`config.mk`:
```
export PLATFORM = sky130hd
export DESIGN_NAME = cosim_vector_sequencer
export DESIGN_NICKNAME = d
export VERILOG_FILES = /design/src/rtl/cosim_seq_pkg.sv /design/src/rtl/cosim_lfsr32.sv /design/src/rtl/cosim_vector_sequencer.sv
export SDC_FILE = /design/constraint.sdc
export NUM_CORES = 1
export LEC_CHECK = 0
export ABC_AREA = 1
export BUFFER_PORTS_ARGS = -buffer_cell sky130_fd_sc_hd__clkbuf_2
export CAP_MARGIN = 20
export CORE_MARGIN = 2
export CORE_UTILIZATION = 40
export CTS_BUF_LIST = sky130_fd_sc_hd__clkbuf_4
export CTS_CLUSTER_DIAMETER = 100
export DETAILED_ROUTE_END_ITERATION = 7
export MAX_ROUTING_LAYER = met4
export PLACE_DENSITY_LB_ADDON = 0.12
export SYNTH_ARGS = -nofsm -noshare
export SYNTH_HDL_FRONTEND = slang
export SYNTH_SLANG_ARGS = --single-unit
```
`constraint.sdc`:
```
create_clock -name clk -period 2 [get_ports clk]
set_input_delay 0 -clock clk [delete_from_list [all_inputs] [get_ports clk]]
set_output_delay 0 -clock clk [all_outputs]
set_load 0.05 [all_outputs]
```
`src/rtl/cosim_seq_pkg.sv`:
```
// Shared types and LFSR helper for the golden-vs-netlist vector sequencer.
package cosim_seq_pkg;

  typedef enum logic [2:0] {
    IDLE = 3'd0,
    RST1 = 3'd1,
    REL1 = 3'd2,
    RAND = 3'd3,
    RST2 = 3'd4,
    REL2 = 3'd5,
    DIR  = 3'd6,
    DONE = 3'd7
  } state_e;

  localparam logic [31:0] LFSR_POLY = 32'h80200003;

  // One step of the right-shifting Galois LFSR; taps fold in when the outgoing bit is 1.
  function automatic logic [31:0] lfsr_next(input logic [31:0] cur);
    return (cur >> 1) ^ (cur[0] ? LFSR_POLY : 32'h0);
  endfunction

endpackage

```
`src/rtl/cosim_lfsr32.sv`:
```
// 32-bit Galois LFSR; a zero seed is replaced by 1 so the register never locks up.
module cosim_lfsr32
  import cosim_seq_pkg::*;
(
  input  logic        clk,
  input  logic        rst,
  input  logic [31:0] seed,
  input  logic        advance,
  output logic [31:0] value
);

  always_ff @(posedge clk) begin
    if (rst) begin
      value <= (seed == 32'h0) ? 32'h1 : seed;
    end else if (advance) begin
      value <= lfsr_next(value);
    end
  end

endmodule

```
`src/rtl/cosim_vector_sequencer.sv`:
```
// Drives shared reset/stimulus into golden and netlist copies, compares their outputs
// after a settle window and accumulates pass/fail statistics.
module cosim_vector_sequencer
  import cosim_seq_pkg::*;
#(
  parameter int unsigned WIDTH         = 32,
  parameter int unsigned NUM_RANDOM    = 1000,
  parameter int unsigned SETTLE_CYCLES = 2,
  parameter logic [31:0] LFSR_SEED     = 32'h1,
  parameter logic [31:0] DIRECTED_VEC  = 32'habcdefab,
  parameter int unsigned CNT_W         = 16
) (
  input  logic             clk,
  input  logic             rst,
  input  logic             start,
  input  logic [WIDTH-1:0] golden_out,
  input  logic [WIDTH-1:0] netlist_out,
  output logic             dut_rst,
  output logic [WIDTH-1:0] dut_in,
  output logic             busy,
  output logic             done,
  output logic             pass,
  output logic [CNT_W-1:0] mismatch_count,
  output logic [CNT_W-1:0] vec_count,
  output logic [CNT_W-1:0] first_fail_idx
);

  localparam int unsigned SET_W  = $clog2(SETTLE_CYCLES + 1) + 1;
  localparam int unsigned SLOT_W = $clog2(NUM_RANDOM + 1);
  localparam logic [CNT_W-1:0] CNT_ONES = '1;

  state_e            state_q, state_d;
  logic [SET_W-1:0]  settle_q, settle_d;
  logic [SLOT_W-1:0] slot_q, slot_d;

  logic              dut_rst_d;
  logic [WIDTH-1:0]  dut_in_d;
  logic              busy_d, done_d, pass_d;
  logic [CNT_W-1:0]  mismatch_d, vec_d, first_fail_d;

  logic [31:0]       lfsr_value;
  logic [31:0]       lfsr_peek_c;
  logic              lfsr_adv_c;
  logic              cmp_c, finish_c, miss_c, slot_end_c;

  cosim_lfsr32 u_lfsr (
    .clk     (clk),
    .rst     (rst),
    .seed    (LFSR_SEED),
    .advance (lfsr_adv_c),
    .value   (lfsr_value)
  );

  // Next-state, slot timing and result accumulation.
  always_comb begin
    state_d      = state_q;
    settle_d     = settle_q;
    slot_d       = slot_q;
    dut_rst_d    = dut_rst;
    dut_in_d     = dut_in;
    busy_d       = busy;
    done_d       = done;
    pass_d       = pass;
    mismatch_d   = mismatch_count;
    vec_d        = vec_count;
    first_fail_d = first_fail_idx;
    lfsr_adv_c   = 1'b0;
    cmp_c        = 1'b0;
    finish_c     = 1'b0;
    lfsr_peek_c  = lfsr_next(lfsr_value);
    miss_c       = (golden_out != netlist_out);
    slot_end_c   = (settle_q == '0);

    case (state_q)
      IDLE, DONE: begin
        if (state_q == IDLE) begin
          dut_rst_d = 1'b1;
        end else begin
          dut_rst_d = 1'b0;
        end
        dut_in_d = '0;
        if (start) begin
          // RST1 gets one extra cycle: the acceptance edge is its load edge.
          state_d      = RST1;
          settle_d     = SET_W'(SETTLE_CYCLES);
          slot_d       = '0;
          dut_rst_d    = 1'b1;
          busy_d       = 1'b1;
          done_d       = 1'b0;
          pass_d       = 1'b0;
          mismatch_d   = '0;
          vec_d        = '0;
          first_fail_d = CNT_ONES;
        end
      end

      RST1, RST2: begin
        if (slot_end_c) begin
          cmp_c     = 1'b1;
          state_d   = (state_q == RST1) ? REL1 : REL2;
          dut_rst_d = 1'b0;
          dut_in_d  = '0;
        end else begin
          settle_d = settle_q - SET_W'(1);
        end
      end

      REL1: begin
        state_d  = RAND;
        slot_d   = '0;
        settle_d = SET_W'(SETTLE_CYCLES - 1);
        dut_in_d = lfsr_value[WIDTH-1:0];
      end

      RAND: begin
        if (slot_end_c) begin
          cmp_c      = 1'b1;
          lfsr_adv_c = 1'b1;
          settle_d   = SET_W'(SETTLE_CYCLES - 1);
          if (slot_q == SLOT_W'(NUM_RANDOM - 1)) begin
            state_d   = RST2;
            dut_rst_d = 1'b1;
            dut_in_d  = '0;
          end else begin
            slot_d   = slot_q + SLOT_W'(1);
            dut_in_d = lfsr_peek_c[WIDTH-1:0];
          end
        end else begin
          settle_d = settle_q - SET_W'(1);
        end
      end

      REL2: begin
        state_d  = DIR;
        settle_d = SET_W'(SETTLE_CYCLES - 1);
        dut_in_d = DIRECTED_VEC[WIDTH-1:0];
      end

      DIR: begin
        if (slot_end_c) begin
          cmp_c    = 1'b1;
          finish_c = 1'b1;
          state_d  = DONE;
          dut_in_d = '0;
          busy_d   = 1'b0;
          done_d   = 1'b1;
        end else begin
          settle_d = settle_q - SET_W'(1);
        end
      end

      default: state_d = IDLE;
    endcase

    // first_fail_idx captures the index before vec_count moves past this compare.
    if (cmp_c) begin
      vec_d = vec_count + CNT_W'(1);
      if (miss_c) begin
        if (mismatch_count == '0) begin
          first_fail_d = vec_count;
        end
        if (mismatch_count != CNT_ONES) begin
          mismatch_d = mismatch_count + CNT_W'(1);
        end
      end
    end

    if (finish_c) begin
      pass_d = (mismatch_d == '0);
    end
  end

  // State and output registers.
  always_ff @(posedge clk) begin
    if (rst) begin
      state_q        <= IDLE;
      settle_q       <= '0;
      slot_q         <= '0;
      dut_rst        <= 1'b1;
      dut_in         <= '0;
      busy           <= 1'b0;
      done           <= 1'b0;
      pass           <= 1'b0;
      mismatch_count <= '0;
      vec_count      <= '0;
      first_fail_idx <= CNT_ONES;
    end else begin
      state_q        <= state_d;
      settle_q       <= settle_d;
      slot_q         <= slot_d;
      dut_rst        <= dut_rst_d;
      dut_in         <= dut_in_d;
      busy           <= busy_d;
      done           <= done_d;
      pass           <= pass_d;
      mismatch_count <= mismatch_d;
      vec_count      <= vec_d;
      first_fail_idx <= first_fail_d;
    end
  end

endmodule
```
==> results of run 1 <==
-- sequential cells by signal (all words and copies together), names as in the netlist --
name	count
first_fail_idx	16
slot_q	10
u_lfsr.value	32
settle_q	3
pass	1
dut_rst	1
mismatch_count	16
vec_count	16
state_q	3
busy	1
done	1
dut_in	32
-- worst paths after layout --
kind                            from                             to  cells past startpoint
min reg2reg   slot_q[2]$_SDFFE_PP0P_         slot_q[2]$_SDFFE_PP0P_                      2
min                   golden_out[12]  mismatch_count[12]$_SDFF_PP0_                     11
max reg2reg  state_q[0]$_SDFFE_PP0P_         slot_q[8]$_SDFFE_PP0P_                     17
max          state_q[0]$_SDFFE_PP0P_         slot_q[8]$_SDFFE_PP0P_                     17
-- per-layer routing --
metal,track usage,vias to the layer above,share of wire
met4,0.0521,0,0.010
met3,0.0447,19,0.046
met1,0.300,3550,0.47
met5,-,-,0
met2,0.361,150,0.48
li1,-,3997,-
-- cells by family after synthesis --
family                     Yosys count  share of synthesized area
xor gates and xnor gates            33                     0.0402
DFF                                132                      0.367
buffers and inverters              160                     0.0891
adders and majority gates           11                     0.0191
AOI/OAI and AO/OA                  244                      0.195
and+or+nand+nor                    488                      0.289
-- repair_timing --
item	4_1_cts	5_1_grt
endpoints found under the setup margin	36	78
hold buffers	2	0
pin swaps	13	20
resized for setup	37	63
gates cloned	1	0
hold endpoints to repair	16	0
setup buffers	4	6
-- layout make-up --
| cell class | instances | share of cell area |
|---|---|---|
| Tap cell | 229 | 0.0296 |
| Multi-Input combinational cell | 776 | 0.430 |
| Inverter | 112 | 0.0444 |
| Clock buffer | 18 | 0.0139 |
| Timing Repair Buffer | 277 | 0.191 |
| Sequential cell | 132 | 0.278 |
| Clock inverter | 14 | 0.0132 |
| Antenna cell | 1 | 0.000258 |
-- layout by cell type (no fill, tap or decap), types with 10 or more instances in the layout --
cell type | synthesis | final
nor2_1 | 98 | 86
nor2_2 | 4 | 14
a21oi_1 | 87 | 85
inv_2 | 8 | 16
dfxtp_1 | 132 | 107
nand3_1 | 33 | 31
a221o_1 | 10 | 10
o211ai_1 | 18 | 18
clkbuf_2 | 2 | 150
dfxtp_2 | 0 | 19
inv_1 | 104 | 92
o21ai_0 | 94 | 86
clkbuf_4 | 0 | 18
nand2_1 | 310 | 295
buf_4 | 2 | 108
nand2_2 | 3 | 13
xnor2_1 | 25 | 25
-- through the flow --
| stage | setup slack [ps] | setup TNS [ps] | area [um^2] |
|---|---|---|---|
| 6_report | -44.2 | -193 | 9690 |
| 5_1_grt | -195 | -3290 | 9690 |
| 4_1_cts | -27.6 | -46.6 | 9450 |
| 3_5_place_dp | -145 | -2220 | 9000 |
| 3_3_place_gp | -128 | -563 | 9000 |
| 2_1_floorplan | -26.5 | -26.5 | 7240 |
-- worst register-to-register path, cell delays in order (launching register included) --
cell,delay (ps)
dfxtp_4,410
inv_4,50
ha_4,170
buf_12,120
nand2_8,70
nand2_8,70
nand2_4,70
o21ai_4,60
nor2_2,130
o21ai_2,100
nor2_2,100
inv_2,50
nor3_4,130
nand2_2,80
nor2_2,90
nand2_1,70
xor2_1,130
nor2_1,50
-- power breakdown --
part,leakage (uW),internal (uW),switching [uW]
registers,0.00108,3080,293
clock network,0.000141,644,1130
logic,0.00318,2300,3710
==> impl_metrics.yaml, run 1 <==
run_status:
  outcome: "complete, but fails checks"
  violations: "setup timing"
power:
  power.density_nw_per_um2: 1150
  power_uw: 11200
  ir_worst_vdd_uv: 1000
  cellLeakagePower_uw: 0.00440
critical_path:
  r2r_slack_ps: -40
  critPathKind: "reg2reg"
  crit_buf_inv: 3
  critical_path.cell_chain: "inv_4, ha_4, buf_12, nand2_8, nand2_8, nand2_4, o21ai_4, nor2_2, o21ai_2, nor2_2, inv_2, nor3_4, nand2_2, nor2_2, nand2_1, xor2_1, nor2_1"
  cp-start-kind: "register"
  end_kind: "register"
  cpPeakStageDelay_ps: 410
  arrival_ps: 2510
  worstPathMaxFanout: 5
  critPathMostFrequentCell: "nor2_2"
  path_delay_family: "simple AND/OR/NAND/NOR gates"
  cp.required_ps: 2460
  cpMaxStageDelayCell: "dfxtp_4"
logic_synthesis:
  synth_top_flop_cell: "dfxtp_1"
  yosysMostFrequentCell: "nand2_1"
  yosysTopAreaCell: "dfxtp_1"
  netlist_area_um2: 7190
  seq_area_frac_synth: 0.367
  ys_warn_count: 0
  ys_async_sr_fraction: 0
  synth_area_per_cell_um2: 6.73
  synth_edf_count: 0
  synth.area.top_cells: "dfxtp_1 (37%), nand2_1 (16%), o21ai_0 (6.5%)"
  synth_common_cells: "nand2_1 (310), dfxtp_1 (132), inv_1 (104)"
  synth.distinct_cells: 47
  synth.net_count: 1146
  synth_cells: 1068
  synth_top_area_share: 0.367
  synth_seq_cells: 132
detailed_routing:
  routed_wl_um: 20900
  dr_total_vias: 7716
  antenna_left: 0
  wl_per_cell_um: 13.4
  drtIter0Drc: 587
  drt_first_pass_iters: 5
  avgViaCountPerCell: 4.95
  drc: 0
timing:
  skew_ps: 20.2
  setup_viol: 15
  tightest_slew_ps: 753
  final_hold_viol_count: 0
  rsz0062_at_grt: "true"
  max_freq_mhz: 489
  period_share: 1.02
  worst_slack_ps: -44.2
  holdWs_ps: 217
  timing.slew.headroom: 0.498
  layout_min_cycle_time_ps: 2040
  timing.final.max_slew_violations: 0
clock_network:
  clockBufferDepth: 2
  clk_latency_ps: 570
  cts.htree.levels: 4
  path_clk_slew_ps: 140
  cts-root-buf: "clkbuf_4"
  cts_buffers: 17
  cts_tree: "done"
  cts.sinks: 132
global_route:
  antenna_found_initial: 1
  grt_util_all_layers: 0.227
  grt_pass1_wl_um: 35100
  grt_pass1_vias: 7243
  grt_max_degree: 66
  grt.overflow.total: 0
layout:
  syn_to_final_growth_pct: 34.7
  nFillCells: 1798
  multiInputGateArea_um2: 4170
  final_nets: 1394
  final_cells: 1559
  layout-drive-gt1-share: 0.318
  utilization: 0.545
  seq_area_um2: 2690
placed_design:
  gp_congestion: 0.918
  numPlacedInstances: 1513
  portBuffers: 150
  dp_hpwl_um: 14800
floorplanning:
  die_w_um: 138
  die_y_um: 138
  core_area_um2: 17800
  die-area_um2: 19100
  initial_utilization: 0.405
  pin_count: 151
  num_rows: 49
job:
  drv_cap: 0
hold_path:
  hp-class: "in2reg"
No activity file was read; power rests on OpenSTA's default activity.
==> run 2: changes to the inputs <==
CAP_MARGIN = default   (was 20)
RECOVER_POWER = 25   (was default)
SETUP_SLACK_MARGIN = 0.3   (was default)
==> run 2 against run 1 <==
Effect of this change:
- the flow still finishes with violations (setup timing)
- first-iteration DRC count shrank 23%
- fmax shrank 3.0%
- final area grew 9.0%
==> impl_metrics.yaml, run 2 (synthesis results as in run 1) <==
run_status:
  outcome: "complete, but fails checks"
  violations: "setup timing"
job:
  drv_cap: 0
detailed_routing:
  drtIter0Drc: 453
  routed_wl_um: 23100
  wl_per_cell_um: 14.5
  dr_total_vias: 7974
  avgViaCountPerCell: 5.00
  drt_first_pass_iters: 5
  antenna_left: 0
  drc: 0
timing:
  worst_slack_ps: -108
  rsz0062_at_grt: "true"
  tightest_slew_ps: 792
  skew_ps: 26.3
  timing.final.max_slew_violations: 0
  timing.slew.headroom: 0.472
  setup_viol: 44
  layout_min_cycle_time_ps: 2110
  max_freq_mhz: 474
  fin_tns_setup_ps: -936
  period_share: 1.05
  final_hold_viol_count: 0
critical_path:
  cpPeakStageDelay_ps: 400
  end_kind: "register"
  cpMaxStageDelayCell: "dfxtp_4"
  cp-start-kind: "register"
  cp.required_ps: 2470
  critPathMostFrequentCell: "nand2_4"
  critical_path.cell_chain: "inv_4, ha_4, nand2_4, nand2_4, nor2_4, inv_2, nand2_4, nand2_4, buf_6, buf_6, nand2_4, nor3_4, nand2_2, o22ai_2, o41ai_2, a21oi_1"
  worstPathMaxFanout: 4
  arrival_ps: 2580
  critPathKind: "reg2reg"
global_route:
  antenna_found_initial: 1
  grt_util_all_layers: 0.239
  grt_pass1_wl_um: 36800
  grt_max_degree: 66
  grt_pass1_vias: 7587
  grt.overflow.total: 0
clock_network:
  clk_latency_ps: 560
  cts-root-buf: "clkbuf_4"
  cts.htree.levels: 4
  path_clk_slew_ps: 120
  cts_tree: "done"
  clockBufferDepth: 2
  cts_buffers: 17
  cts.sinks: 132
layout:
  layout-drive-gt1-share: 0.360
  reg_top3: "dut_in: 32 flops, u_lfsr.value: 32 flops"
  syn_to_final_growth_pct: 46.8
  layout_common_cells: "nand2_1 (273), clkbuf_2 (112), dfxtp_1 (104)"
  final_nets: 1430
  layout_commonest_cell: "nand2_1"
floorplanning:
  core_area_um2: 17800
  pin_count: 151
  die_y_um: 138
  num_rows: 49
  die_w_um: 138
  die-area_um2: 19100
  initial_utilization: 0.405
hold_path:
  hp-class: "in2reg"
power:
  power_uw: 13200
  power.density_nw_per_um2: 1250
  ir_worst_vdd_uv: 1110
  cellLeakagePower_uw: 0.00468
placed_design:
  gp_congestion: 0.857
  portBuffers: 150
  dp_hpwl_um: 14600
==> run 2: path summary, 6_finish.rpt <==
| check | from | to | slack (ps) | cells after the start |
|---|---|---|---|---|
| hold / removal | golden_out[13] | mismatch_count[8]$_SDFF_PP0_ | 240 | 11 |
| setup reg to reg | state_q[0]$_SDFFE_PP0P_ | vec_count[14]$_SDFFE_PP0P_ | -110 | 16 |
| setup / recovery | state_q[0]$_SDFFE_PP0P_ | vec_count[14]$_SDFFE_PP0P_ | -110 | 16 |
| hold reg to reg | busy$_SDFFE_PP0P_ | busy$_SDFFE_PP0P_ | 460 | 2 |
==> run 2: layer usage <==
metal | share of wire | GRT usage | wire, um | vias up
met4 | 0.017 | 0.0854 | 397 | 0
met2 | 0.50 | 0.396 | 11500 | 166
met1 | 0.45 | 0.297 | 10300 | 3708
met3 | 0.038 | 0.0350 | 876 | 33
met5 | 0 | - | 0 | -
li1 | - | - | - | 4067
==> run 2: stage by stage <==
step / setup slack (ps) / hold WS, ps / utilization / std cells / cell area, um^2
after global placement: -56.8 / 403 / 0.500 / 1490 / 8880
after global routing: -247 / 293 / 0.594 / 1596 / 10600
after CTS: 0.225 / 196 / 0.553 / 1564 / 9840
after floorplan: -10.0 / 242 / - / 1068 / 7330
after detailed placement: -103 / 412 / 0.500 / 1490 / 8880
final: -108 / 242 / 0.594 / 1596 / 10600
==> run 2: timing repair <==
item	in CTS	in global routing
pin swaps	38	46
setup endpoints to repair	94	98
setup buffers	34	28
hold endpoints to repair	16	0
resized for setup	90	143
gates cloned	6	2
hold buffers	2	0
==> run 2: cell type report <==
type	count	area, um^2
Multi-Input combinational cell	776	4500
Inverter	112	447
Tap cell	229	287
Fill cell	1648	7220
Clock buffer	20	150
Antenna cell	2	5.00
Clock inverter	12	103
Timing Repair Buffer	313	2360
Sequential cell	132	2700
==> run 2: power by group <==
group	switching [uW]	total (uW)	internal [uW]
Clock	1050	1710	659
Combinational	4510	8040	3530
Sequential	349	3440	3090
Total	5900	13200	7280
==> run 2: critical path: cells and delay by family (launching register included) <==
kind	cells	cell delay [ps]
simple gates	8	670
compound gates	3	370
buf+inv	4	400
flops	1	400
fa+ha+maj	1	170
==> run 3: changes to the inputs <==
PLACE_DENSITY = 0.75   (was default)
PLACE_DENSITY_LB_ADDON = default   (was 0.12)
==> run 3 against run 2 <==
Effect of this change:
- the run still ends with setup timing left
- routed wire length up 12%
- clock-buffer cell count decreased by 3
- die area stayed put
- critical path depth is the same
- total power grew 9.9%
- first-iteration DRC count increased by 68%
- utilization up 2.9 points
- register-to-register slack lost 120 ps
- critical path type unchanged
- largest cell class unchanged
- highest routed layer unchanged
==> impl_metrics.yaml, run 3 (synthesis results as in run 1) <==
floorplanning:
  num_rows: 49
  pin_count: 151
  die_w_um: 138
  core_area_um2: 17800
  die-area_um2: 19100
  initial_utilization: 0.405
  die_y_um: 138
run_status:
  outcome: "complete, but fails checks"
  violations: "setup timing"
critical_path:
  arrival_ps: 2720
  cp.required_ps: 2500
  end_kind: "register"
  cp-start-kind: "register"
  critPathKind: "reg2reg"
  cpPeakStageDelay_ps: 400
  critPathMostFrequentCell: "nand2_1"
  critical_path.cell_chain: "inv_6, ha_4, nand2_4, nand2_8, inv_2, o21ai_0, inv_1, nand3_1, nand2_1, nand2_2, nand2_1, nor2_1, nand2_1, nor2_1, nand2_1, a21oi_2"
  worstPathMaxFanout: 5
  cpMaxStageDelayCell: "dfxtp_4"
layout:
  layout_commonest_cell: "nand2_1"
  final_cells: 1591
  fin_area_um2: 11100
  utilization: 0.623
  seq_area_um2: 2710
  layout-drive-gt1-share: 0.415
  multiInputGateArea_um2: 4920
  syn_to_final_growth_pct: 53.9
  reg_top3: "dut_in: 32 flops, u_lfsr.value: 32 flops"
  layout_common_cells: "nand2_1 (251), clkbuf_2 (112), dfxtp_1 (104)"
  nFillCells: 1427
  final_nets: 1425
timing:
  tightest_slew_ps: 995
  max_freq_mhz: 450
  layout_min_cycle_time_ps: 2220
  rsz0062_at_grt: "true"
  setup_viol: 57
  timing.slew.headroom: 0.337
  worst_slack_ps: -224
  skew_ps: 12.3
  holdWs_ps: 79.7
  final_hold_viol_count: 0
  period_share: 1.11
  timing.final.max_slew_violations: 0
detailed_routing:
  drc: 0
  dr_total_vias: 8650
  antenna_left: 0
  drt_first_pass_iters: 5
  drtIter0Drc: 762
  avgViaCountPerCell: 5.44
  routed_wl_um: 25900
  wl_per_cell_um: 16.3
clock_network:
  clk_latency_ps: 570
  clockBufferDepth: 2
  cts.htree.levels: 4
  cts_buffers: 17
  cts.sinks: 132
  path_clk_slew_ps: 130
  cts-root-buf: "clkbuf_4"
  cts_tree: "done"
global_route:
  grt.overflow.total: 0
  antenna_found_initial: 2
  grt_max_degree: 66
  grt_pass1_vias: 7924
  grt_util_all_layers: 0.242
  grt_pass1_wl_um: 37800
hold_path:
  hp-class: "in2reg"
power:
  p_int_uw: 7830
  clock_power_share: 0.134
  seq_power_share: 0.238
  cellLeakagePower_uw: 0.00481
  power.density_nw_per_um2: 1310
  power.switching_uw: 6650
  sw_frac_of_total: 0.459
  p_comb_frac: 0.628
  ir_worst_vdd_uv: 1200
placed_design:
  dp_hpwl_um: 14200
  numPlacedInstances: 1476
  gp_congestion: 0.994
  placed_area_um2: 8770
  place_ws_ps: -89.5
  portBuffers: 150
job:
  drv_cap: 0
run 3: changes by cell type in the layout (fill, tap and decap cells not counted), moves of 6 or more:
cell / previous run / this run
buf_4: 101 / 86
buf_6: 42 / 48
nand2_4: 13 / 22
o21ai_0: 59 / 52
nand2_2: 30 / 40
nand2_1: 273 / 251
a21oi_1: 83 / 59
a21oi_2: 5 / 26
run 3: worst max-delay path: cells and delay by family (launching register included):
| family | cells | cell delay [ps] |
|---|---|---|
| compound gates | 2 | 390 |
| fa+ha+maj | 1 | 170 |
| buf+inv | 3 | 260 |
| flops | 1 | 400 |
| simple gates | 10 | 950 |
run 3: through the flow:
step	setup TNS, ps	power, uW
6_report	-3430	14500
3_5_place_dp	-359	8630
5_1_grt	-8080	15100
4_1_cts	0	12700
2_1_floorplan	-10.0	6980
3_3_place_gp	-53.1	8550
run 3: cell type report:
| class | instances | share of cell area |
|---|---|---|
| timing repair inverter | 1 | 0.000678 |
| clock buffer | 17 | 0.0115 |
| inverter | 112 | 0.0413 |
| timing repair buffer | 307 | 0.215 |
| tap | 229 | 0.0259 |
| clock inverter | 15 | 0.0157 |
| antenna | 2 | 0.000452 |
| sequential | 132 | 0.245 |
| multi-input combinational | 776 | 0.444 |
run 3: worst paths after layout:
path,startpoint,to,slack [ps],cells past startpoint
setup reg to reg,state_q[0]$_SDFFE_PP0P_,pass$_SDFFE_PP0P_,-220,16
hold reg to reg,busy$_SDFFE_PP0P_,busy$_SDFFE_PP0P_,460,2
hold / removal,rst,u_lfsr.value[0]$_SDFFE_PP1P_,80,4
setup / recovery,state_q[0]$_SDFFE_PP0P_,pass$_SDFFE_PP0P_,-220,16
run 3: power by group through the flow:
stage               clock [uW]  combinational (uW)  sequential, uW
detailed placement           0                5200            3430
global placement             0                5120            3420
global route              2070                9530            3500
floorplan                    0                2660            4320
CTS                       1950                7360            3400
finish                    1950                9090            3450
run 3: repair_timing:
action / in CTS / in global routing
hold buffers: 1 / 0
endpoints found under the setup margin: 90 / 98
buffers inserted: 44 / 25
gates resized for setup: 176 / 185
pin swaps: 68 / 65
endpoints found under the hold margin: 4 / 0
gates cloned: 9 / 2
run 3: routing by layer:
| layer | up-vias | track usage | part of all wire |
|---|---|---|---|
| li1 | 4063 | - | - |
| met1 | 4075 | 0.287 | 0.39 |
| met2 | 383 | 0.399 | 0.49 |
| met3 | 129 | 0.0506 | 0.068 |
| met4 | 0 | 0.104 | 0.045 |
| met5 | - | - | 0 |
